File: src/rtl/uart_tx_sched.sv
// Round-robin scheduler sharing one uart_tx among NREQ byte-stream requesters,
// with per-message lock and tx_start/tx_busy handshake sequencing.
module uart_tx_sched #(
  parameter int unsigned NREQ        = 2,
  parameter int unsigned ACK_TIMEOUT = 16,
  parameter int unsigned LOCK_IDLE   = 4096
) (
  input  logic                clk,
  input  logic                rst_n,
  input  logic [NREQ-1:0]     req_valid,
  input  logic [8*NREQ-1:0]   req_data,
  input  logic [NREQ-1:0]     req_last,
  output logic [NREQ-1:0]     req_ready,
  output logic                tx_start,
  output logic [7:0]          tx_data,
  input  logic                tx_busy,
  output logic [2:0]          grant_id,
  output logic                locked,
  output logic                err_timeout
);

  localparam int unsigned CNT_MAX = (ACK_TIMEOUT > LOCK_IDLE) ? ACK_TIMEOUT : LOCK_IDLE;
  localparam int unsigned CW      = (CNT_MAX > 1) ? $clog2(CNT_MAX) : 1;
  localparam logic [CW-1:0] ACK_LAST  = CW'(ACK_TIMEOUT - 1);
  localparam logic [CW-1:0] LOCK_LAST = CW'(LOCK_IDLE - 1);

  localparam logic [1:0] S_IDLE      = 2'd0;
  localparam logic [1:0] S_LAUNCH    = 2'd1;
  localparam logic [1:0] S_WAIT_ACC  = 2'd2;
  localparam logic [1:0] S_WAIT_DONE = 2'd3;

  logic [1:0]    state;
  logic [CW-1:0] cnt;
  logic [2:0]    sel;
  logic          sel_valid;
  logic [7:0]    sel_data;
  logic          sel_last;

  // Locked: only the owner is eligible. Unlocked: first valid from grant_id+1 onward.
  always_comb begin
    sel       = grant_id;
    sel_valid = 1'b0;
    if (locked) begin
      for (int unsigned i = 0; i < NREQ; i++) begin
        if (grant_id == 3'(i)) sel_valid = req_valid[i];
      end
    end else begin
      for (int unsigned k = 1; k <= NREQ; k++) begin
        for (int unsigned i = 0; i < NREQ; i++) begin
          if (!sel_valid && req_valid[i] && ((32'(grant_id) + k) % NREQ) == i) begin
            sel_valid = 1'b1;
            sel       = 3'(i);
          end
        end
      end
    end
  end

  always_comb begin
    sel_data = '0;
    sel_last = 1'b0;
    for (int unsigned i = 0; i < NREQ; i++) begin
      if (sel == 3'(i)) begin
        sel_data = req_data[8*i +: 8];
        sel_last = req_last[i];
      end
    end
  end

  // Gated by rst_n so req_ready drops the instant reset is asserted.
  always_comb begin
    req_ready = '0;
    for (int unsigned i = 0; i < NREQ; i++) begin
      req_ready[i] = rst_n && (state == S_IDLE) && sel_valid && (sel == 3'(i));
    end
  end

  assign tx_start = (state == S_LAUNCH);

  always_ff @(posedge clk or negedge rst_n) begin
    if (!rst_n) begin
      state       <= S_IDLE;
      tx_data     <= '0;
      grant_id    <= 3'(NREQ - 1);
      locked      <= 1'b0;
      err_timeout <= 1'b0;
      cnt         <= '0;
    end else begin
      case (state)
        S_IDLE: begin
          if (sel_valid) begin
            tx_data  <= sel_data;
            grant_id <= sel;
            locked   <= ~sel_last;
            cnt      <= '0;
            state    <= S_LAUNCH;
          end else if (locked) begin
            if (cnt == LOCK_LAST) begin
              locked <= 1'b0;
              cnt    <= '0;
            end else begin
              cnt <= cnt + 1'b1;
            end
          end
        end
        S_LAUNCH: begin
          cnt   <= '0;
          state <= S_WAIT_ACC;
        end
        S_WAIT_ACC: begin
          // Counter is cleared on every exit so the lock-idle count starts fresh.
          if (tx_busy) begin
            cnt   <= '0;
            state <= S_WAIT_DONE;
          end else if (cnt == ACK_LAST) begin
            err_timeout <= 1'b1;
            cnt         <= '0;
            state       <= S_IDLE;
          end else begin
            cnt <= cnt + 1'b1;
          end
        end
        S_WAIT_DONE: begin
          if (!tx_busy) state <= S_IDLE;
        end
        default: state <= S_IDLE;
      endcase
    end
  end

endmodule

File: config.mk
export PLATFORM = sky130hd
export DESIGN_NAME = uart_tx_sched
export DESIGN_NICKNAME = d
export VERILOG_FILES = /design/src/rtl/uart_tx_sched.sv
export SDC_FILE = /design/constraint.sdc
export NUM_CORES = 1
export LEC_CHECK = 0
export ABC_AREA = 1
export CAP_MARGIN = 20
export CORE_UTILIZATION = 31
export CTS_BUF_LIST = sky130_fd_sc_hd__clkbuf_4
export DETAILED_ROUTE_END_ITERATION = 16
export SYNTH_ARGS = -nofsm -noshare
export SYNTH_HDL_FRONTEND = slang
export SYNTH_SLANG_ARGS = --single-unit
File: constraint.sdc
create_clock -name clk -period 3.1 [get_ports clk]
set_clock_uncertainty 0.05 [all_clocks]
set_input_delay 0.31 -clock clk [delete_from_list [all_inputs] [get_ports clk]]
set_output_delay 0.31 -clock clk [all_outputs]
set_load 0.005 [all_outputs]
==> results.yml, run 1 <==
placed_design:
  io_buffers: 38
  dp_cells: 333
  gp_congestion: 0.819
  place_ws_ns: 0.639
  dp_hpwl_um: 2870
floorplanning:
  start_util: 0.327
  core_area_um2: 5170
  fp.dieW_um: 75.9
  die_area_um2: 5760
  die_h_um: 75.9
  io_pins: 39
  rows: 26
detailed_routing:
  ant_nets: 0
  drt_iter0_markers: 78
  vias_per_cell: 4.34
  routed_wl_um: 3610
  avgRoutedWirePerCell_um: 10.7
  drc_errors: 0
  dr.pass1.iters: 4
  dr_total_vias: 1461
sta:
  hold_slack_ns: 0.246
  slew_violations: 0
  relSlewSlack: 0.815
  max_freq_ghz: 0.388
  tightest_slew_ns: 0.276
  period_share: 0.832
  rsz0062_at_grt: "no"
  min_period_ns: 2.58
  final-hold-violation-count: 0
  setup_viol: 0
  setup_tns_ns: 0
  fin_ws_ns: 0.521
global_routing:
  overflow: 0
  first_global_vias: 1379
  grt_usage: 0.141
  grt_pass1_wl_um: 6150
  antenna_found_initial: 0
  grt_max_degree: 16
clock_network:
  post_cts_resized: 0
  clk_pin_slew_worst_paths_ns: 0.15
  cts_setup_buffers: 0
  cts_tree: "done"
  clock_latency_ns: 0.33
  clkSinkCount: 27
  clk_path_buf_depth: 2
  cts_made_buffers: 3
  cts_root_buffer: "clkbuf_4"
  h-tree-depth: 1
  holdBufCountCts: 0
run_status:
  status: "completed"
job:
  drv_cap: 0
synth:
  synth.distinct_cells: 31
  syn_nets: 254
  yosysTopAreaCell: "dfrtp_1"
  netlist.area_leader.share: 0.385
  synth_flop_cell: "dfrtp_1"
  synth_edf_count: 0
  ys_ff_latch: 27
  synth-async-reset-ratio: 1.00
  yosysSeqAreaShare: 0.400
  avgSynthCellArea_um2: 7.55
  syn-cell-area_um2: 1690
  synth.area.top_cells: "dfrtp_1 (38%), nand2_1 (19%), ha_1 (5.2%)"
  syn_inst: 224
  ys_warn_count: 0
critical_path:
  cp_max_fo: 15
  crit_type: "register to primary output"
  worstPathArrival_ns: 2.22
  critPathLaunchType: "register"
  cp.required_ns: 2.74
  end_kind: "primary output"
finish:
  area_delta_synth_final_pct: 29.5
  final_common_cell: "nand2_1"
  fin_cells: 337
  final_cell_mix: "nand2_1 (86), clkdlybuf4s50_1 (38), dfrtp_1 (26)"
  drive_above_1_share: 0.154
  antenna_cells: 0
  final_nets: 298
power:
  p_total_mw: 1.52
  p_leak_nw: 1.07
  irDropWorstVdd_mv: 0.232
  power_density_nw_per_um2: 694
hold_path:
  hold_path.class: "input pin to async pin"
[per-stage QoR]
stage | area [um^2] | util
6_report | 2190 | 0.424
5_1_grt | 2190 | 0.424
4_1_cts | 2190 | 0.424
3_5_place_dp | 2160 | 0.418
3_3_place_gp | 2160 | 0.418
2_1_floorplan | 1690 | -
[synth_stat cells (2+ instances only)]
master and n:
nand2_1 86, dfrtp_1 26, inv_1 21, nor2_1 15
nand3_1 10, nor2_2 10, ha_1 7, inv_2 6
o21ai_1 5, nand2_2 4, nand3_2 4, xor2_1 4
a21oi_1 3, a31oi_1 2, inv_4 2, nand4_1 2
o21ai_0 2, o21ai_2 2
[worst max-delay path, stage by stage, from the launching register on]
cell and delay, ns:
dfrtp_1 0.48, inv_1 0.13, ha_1 0.21, inv_1 0.12, nor2_8 0.25, and3_1 0.20
clkdlybuf4s50_1 0.49
[layer usage]
layer	GRT usage	wire, um
met1	0.197	1890
met5	0	0
met4	0.0494	45
met3	0.0119	51
met2	0.228	1630
[path summary, 6_finish.rpt]
| kind | to | cells after the start | slack [ns] | start |
|---|---|---|---|---|
| worst max-delay path | req_ready[0] | 6 | 0.52 | state[1]$_DFFE_PN0P_ |
| worst min-delay path | tx_data[2]$_DFFE_PN0P_ | 2 | 0.25 | rst_n |
| worst max register to register | tx_data[2]$_DFFE_PN0P_ | 7 | 1.47 | state[1]$_DFFE_PN0P_ |
| worst min register to register | err_timeout$_DFFE_PN0P_ | 1 | 0.44 | err_timeout$_DFFE_PN0P_ |
| max in group asynchronous | grant_id[0]$_DFFE_PN1P_ | 2 | 2.49 | rst_n |
| min in group clk | err_timeout$_DFFE_PN0P_ | 1 | 0.44 | err_timeout$_DFFE_PN0P_ |
[cells by family after synthesis]
group | count (synthesis) | share of synthesized area
AND/OR/NAND/NOR | 139 | 0.386
buffers and inverters | 30 | 0.0740
flip-flops | 27 | 0.400
AO/OA/AOI/OAI | 16 | 0.0621
adder cells (fa/ha/maj) | 7 | 0.0518
XOR/XNOR | 5 | 0.0259
[state kept, by name, indices dropped and copies added (netlist names)]
signal       flops
cnt             12
state            2
locked           1
err_timeout      1
tx_data          8
grant_id         3
[power by group]
part	internal [mW]	switching (mW)	total, mW
Combinational	0.361	0.499	0.860
Clock	0.0485	0.110	0.159
Sequential	0.440	0.0631	0.503
[area by class of cell]
type                            instances  area [um^2]
Timing Repair Buffer                   40          395
Fill cell                             529         2980
Clock inverter                          1         5.00
Inverter                               29          114
Clock buffer                            3         22.5
Tap cell                               70         87.6
Sequential cell                        27          677
Multi-Input combinational cell        167          890
Power figures use the tool's default switching activity.
==> inputs of run 2 (changes only) <==
==> constraint.sdc (replaced) <==
create_clock -name clk -period 2.6 [get_ports clk]
set_clock_uncertainty 0.05 [all_clocks]
set_input_delay 0.26 -clock clk [delete_from_list [all_inputs] [get_ports clk]]
set_output_delay 0.26 -clock clk [all_outputs]
set_load 0.005 [all_outputs]
==> run 2 against run 1 <==
Compared with the run above:
- sequential cell count is the same
- worst hold slack lost 0.13 ns
- cell area grew 0.46%
- clock power grew 21%
- final cell count grew 0.30%
- global-route usage grew 1.0 points
- combinational power grew 24%
- register-to-register slack lost 0.55 ns
- core utilization grew 0.19 points
- critical path depth is the same
- non-clock buffer count grew 1
- wire length grew 2.4%
==> results.yml, run 2 (same netlist as run 1, synthesis figures left out) <==
run_status:
  status: "completed"
floorplanning:
  die_area_um2: 5760
  fp.dieW_um: 75.9
  start_util: 0.327
  rows: 26
  core_area_um2: 5170
  io_pins: 39
  die_h_um: 75.9
power:
  p_comb_frac: 0.575
  seq_power_share: 0.322
  p_leak_nw: 1.07
  clkPwrFrac: 0.103
  irDropWorstVdd_mv: 0.320
  p_switching_uw: 811
  swShare: 0.437
  power_density_nw_per_um2: 844
  internal_power_mw: 1.05
detailed_routing:
  dr.pass1.iters: 5
  drc_errors: 0
  drt_iter0_markers: 50
  ant_nets: 0
  routed_wl_um: 3700
  dr_total_vias: 1484
  avgRoutedWirePerCell_um: 10.9
  vias_per_cell: 4.39
global_routing:
  first_global_vias: 1460
  antenna_found_initial: 0
  overflow: 0
  grt_pass1_wl_um: 6630
  grt_usage: 0.151
  grt_max_degree: 25
clock_network:
  h-tree-depth: 1
  cts_made_buffers: 3
  clk_path_buf_depth: 2
  clock_latency_ns: 0.32
  cts_tree: "done"
  cts_root_buffer: "clkbuf_4"
  post_cts_resized: 0
  clkSinkCount: 27
  clk_pin_slew_worst_paths_ns: 0.15
  holdBufCountCts: 0
  cts_setup_buffers: 0
finish:
  final_common_cell: "nand2_1"
  drive_above_1_share: 0.157
  largest_reg_flops: 12
  reg_top3: "cnt x12, tx_data x8, grant_id x3"
  final_nets: 299
  area_delta_synth_final_pct: 30.1
  top_register: "cnt"
  final_cell_mix: "nand2_1 (86), clkdlybuf4s50_1 (38), dfrtp_1 (26)"
  antenna_cells: 0
  final_core_util: 0.425
  n_fill_cell: 535
placed_design:
  io_buffers: 38
  gp_congestion: 0.833
  dp_hpwl_um: 2930
sta:
  final-hold-violation-count: 0
  min_period_ns: 2.38
  period_share: 0.915
  tightest_slew_ns: 0.312
  max_freq_ghz: 0.420
  setup_viol: 0
  hold_slack_ns: 0.114
  rsz0062_at_grt: "no"
  slew_violations: 0
  setup_tns_ns: 0
  relSlewSlack: 0.792
critical_path:
  cp_max_fo: 7
  crit_slowest_cell: "clkdlybuf4s50_1"
  end_kind: "primary output"
  path_cells: "inv_1 > ha_1 > inv_1 > nor2_8 > and3_1 > clkdlybuf4s50_1"
  crit_type: "register to primary output"
  r2r_setup_slack_ns: 0.92
  cpMostUsedCell: "inv_1"
  worstPathArrival_ns: 2.07
  cp.required_ns: 2.29
  critical_path.max_stage_delay_ns: 0.52
  critPathLaunchType: "register"
job:
  drv_cap: 0
hold_path:
  hold_path.class: "input pin to async pin"
[run 2: changes by cell type in the layout (fill, tap and decap cells not counted), sizes merged]
cell | before | now
buf | 2 | 3
clkbuf | 3 | 4
clkinv | 1 | 0
[run 2: final timing paths]
path,start,cells after the start,end
worst max-delay path,state[1]$_DFFE_PN0P_,6,req_ready[0]
worst min-delay path,rst_n,1,tx_data[3]$_DFFE_PN0P_
worst max register to register,state[1]$_DFFE_PN0P_,8,tx_data[6]$_DFFE_PN0P_
worst min register to register,tx_data[5]$_DFFE_PN0P_,2,tx_data[5]$_DFFE_PN0P_
max in group asynchronous,rst_n,2,tx_data[6]$_DFFE_PN0P_
min in group clk,tx_data[5]$_DFFE_PN0P_,2,tx_data[5]$_DFFE_PN0P_
[run 2: cell type report]
class	instances	area, um^2	area share
clock buffer	4	30.0	0.0136
sequential	27	677	0.308
multi-input combinational	167	890	0.404
inverter	29	114	0.0517
tap	70	87.6	0.0398
timing repair buffer	41	403	0.183
[run 2: metal layers]
metal | GRT usage | part of all wire | wire (um)
met5 | 0 | 0 | 0
met3 | 0.0119 | 0.023 | 85
met1 | 0.209 | 0.51 | 1880
met2 | 0.256 | 0.46 | 1690
met4 | 0.0370 | 0.0092 | 34
[run 2: power by group through the flow]
stage,sequential (mW),combinational (mW),clock (mW)
after floorplan,0.604,0.697,0
after global placement,0.605,1.07,0
after detailed placement,0.607,1.08,0
after CTS,0.598,1.09,0.198
after global routing,0.613,1.21,0.220
final,0.598,1.07,0.192
[run 2: metrics by stage]
| step | worst slack (ns) | total power, mW | cell area, um^2 | cells |
|---|---|---|---|---|
| global placement | 0.397 | 1.68 | 2170 | 334 |
| detailed placement | 0.387 | 1.69 | 2170 | 334 |
| floorplan | 1.06 | 1.30 | 1690 | 224 |
| CTS | 0.203 | 1.88 | 2200 | 338 |
| global route | 0.0851 | 2.04 | 2200 | 338 |
| finish | 0.220 | 1.86 | 2200 | 338 |
[run 2: worst max-delay path, delay by kind of cell (launching register included)]
| kind | cells | cell delay, ns |
|---|---|---|
| AND/OR/NAND/NOR | 2 | 0.27 |
| adder cells (fa/ha/maj) | 1 | 0.21 |
| buffers and inverters | 3 | 0.77 |
| flip-flops | 1 | 0.49 |
==> inputs of run 3 (changes only) <==
--- a/config.mk
+++ b/config.mk
@@ -10,6 +10,7 @@
 export CORE_UTILIZATION = 31
 export CTS_BUF_LIST = sky130_fd_sc_hd__clkbuf_4
 export DETAILED_ROUTE_END_ITERATION = 16
+export HOLD_SLACK_MARGIN = 0.02
 export SYNTH_ARGS = -nofsm -noshare
 export SYNTH_HDL_FRONTEND = slang
 export SYNTH_SLANG_ARGS = --single-unit
==> results of run 3 <==
No change in the layout: final DEF, timing and power equal those of run 2.
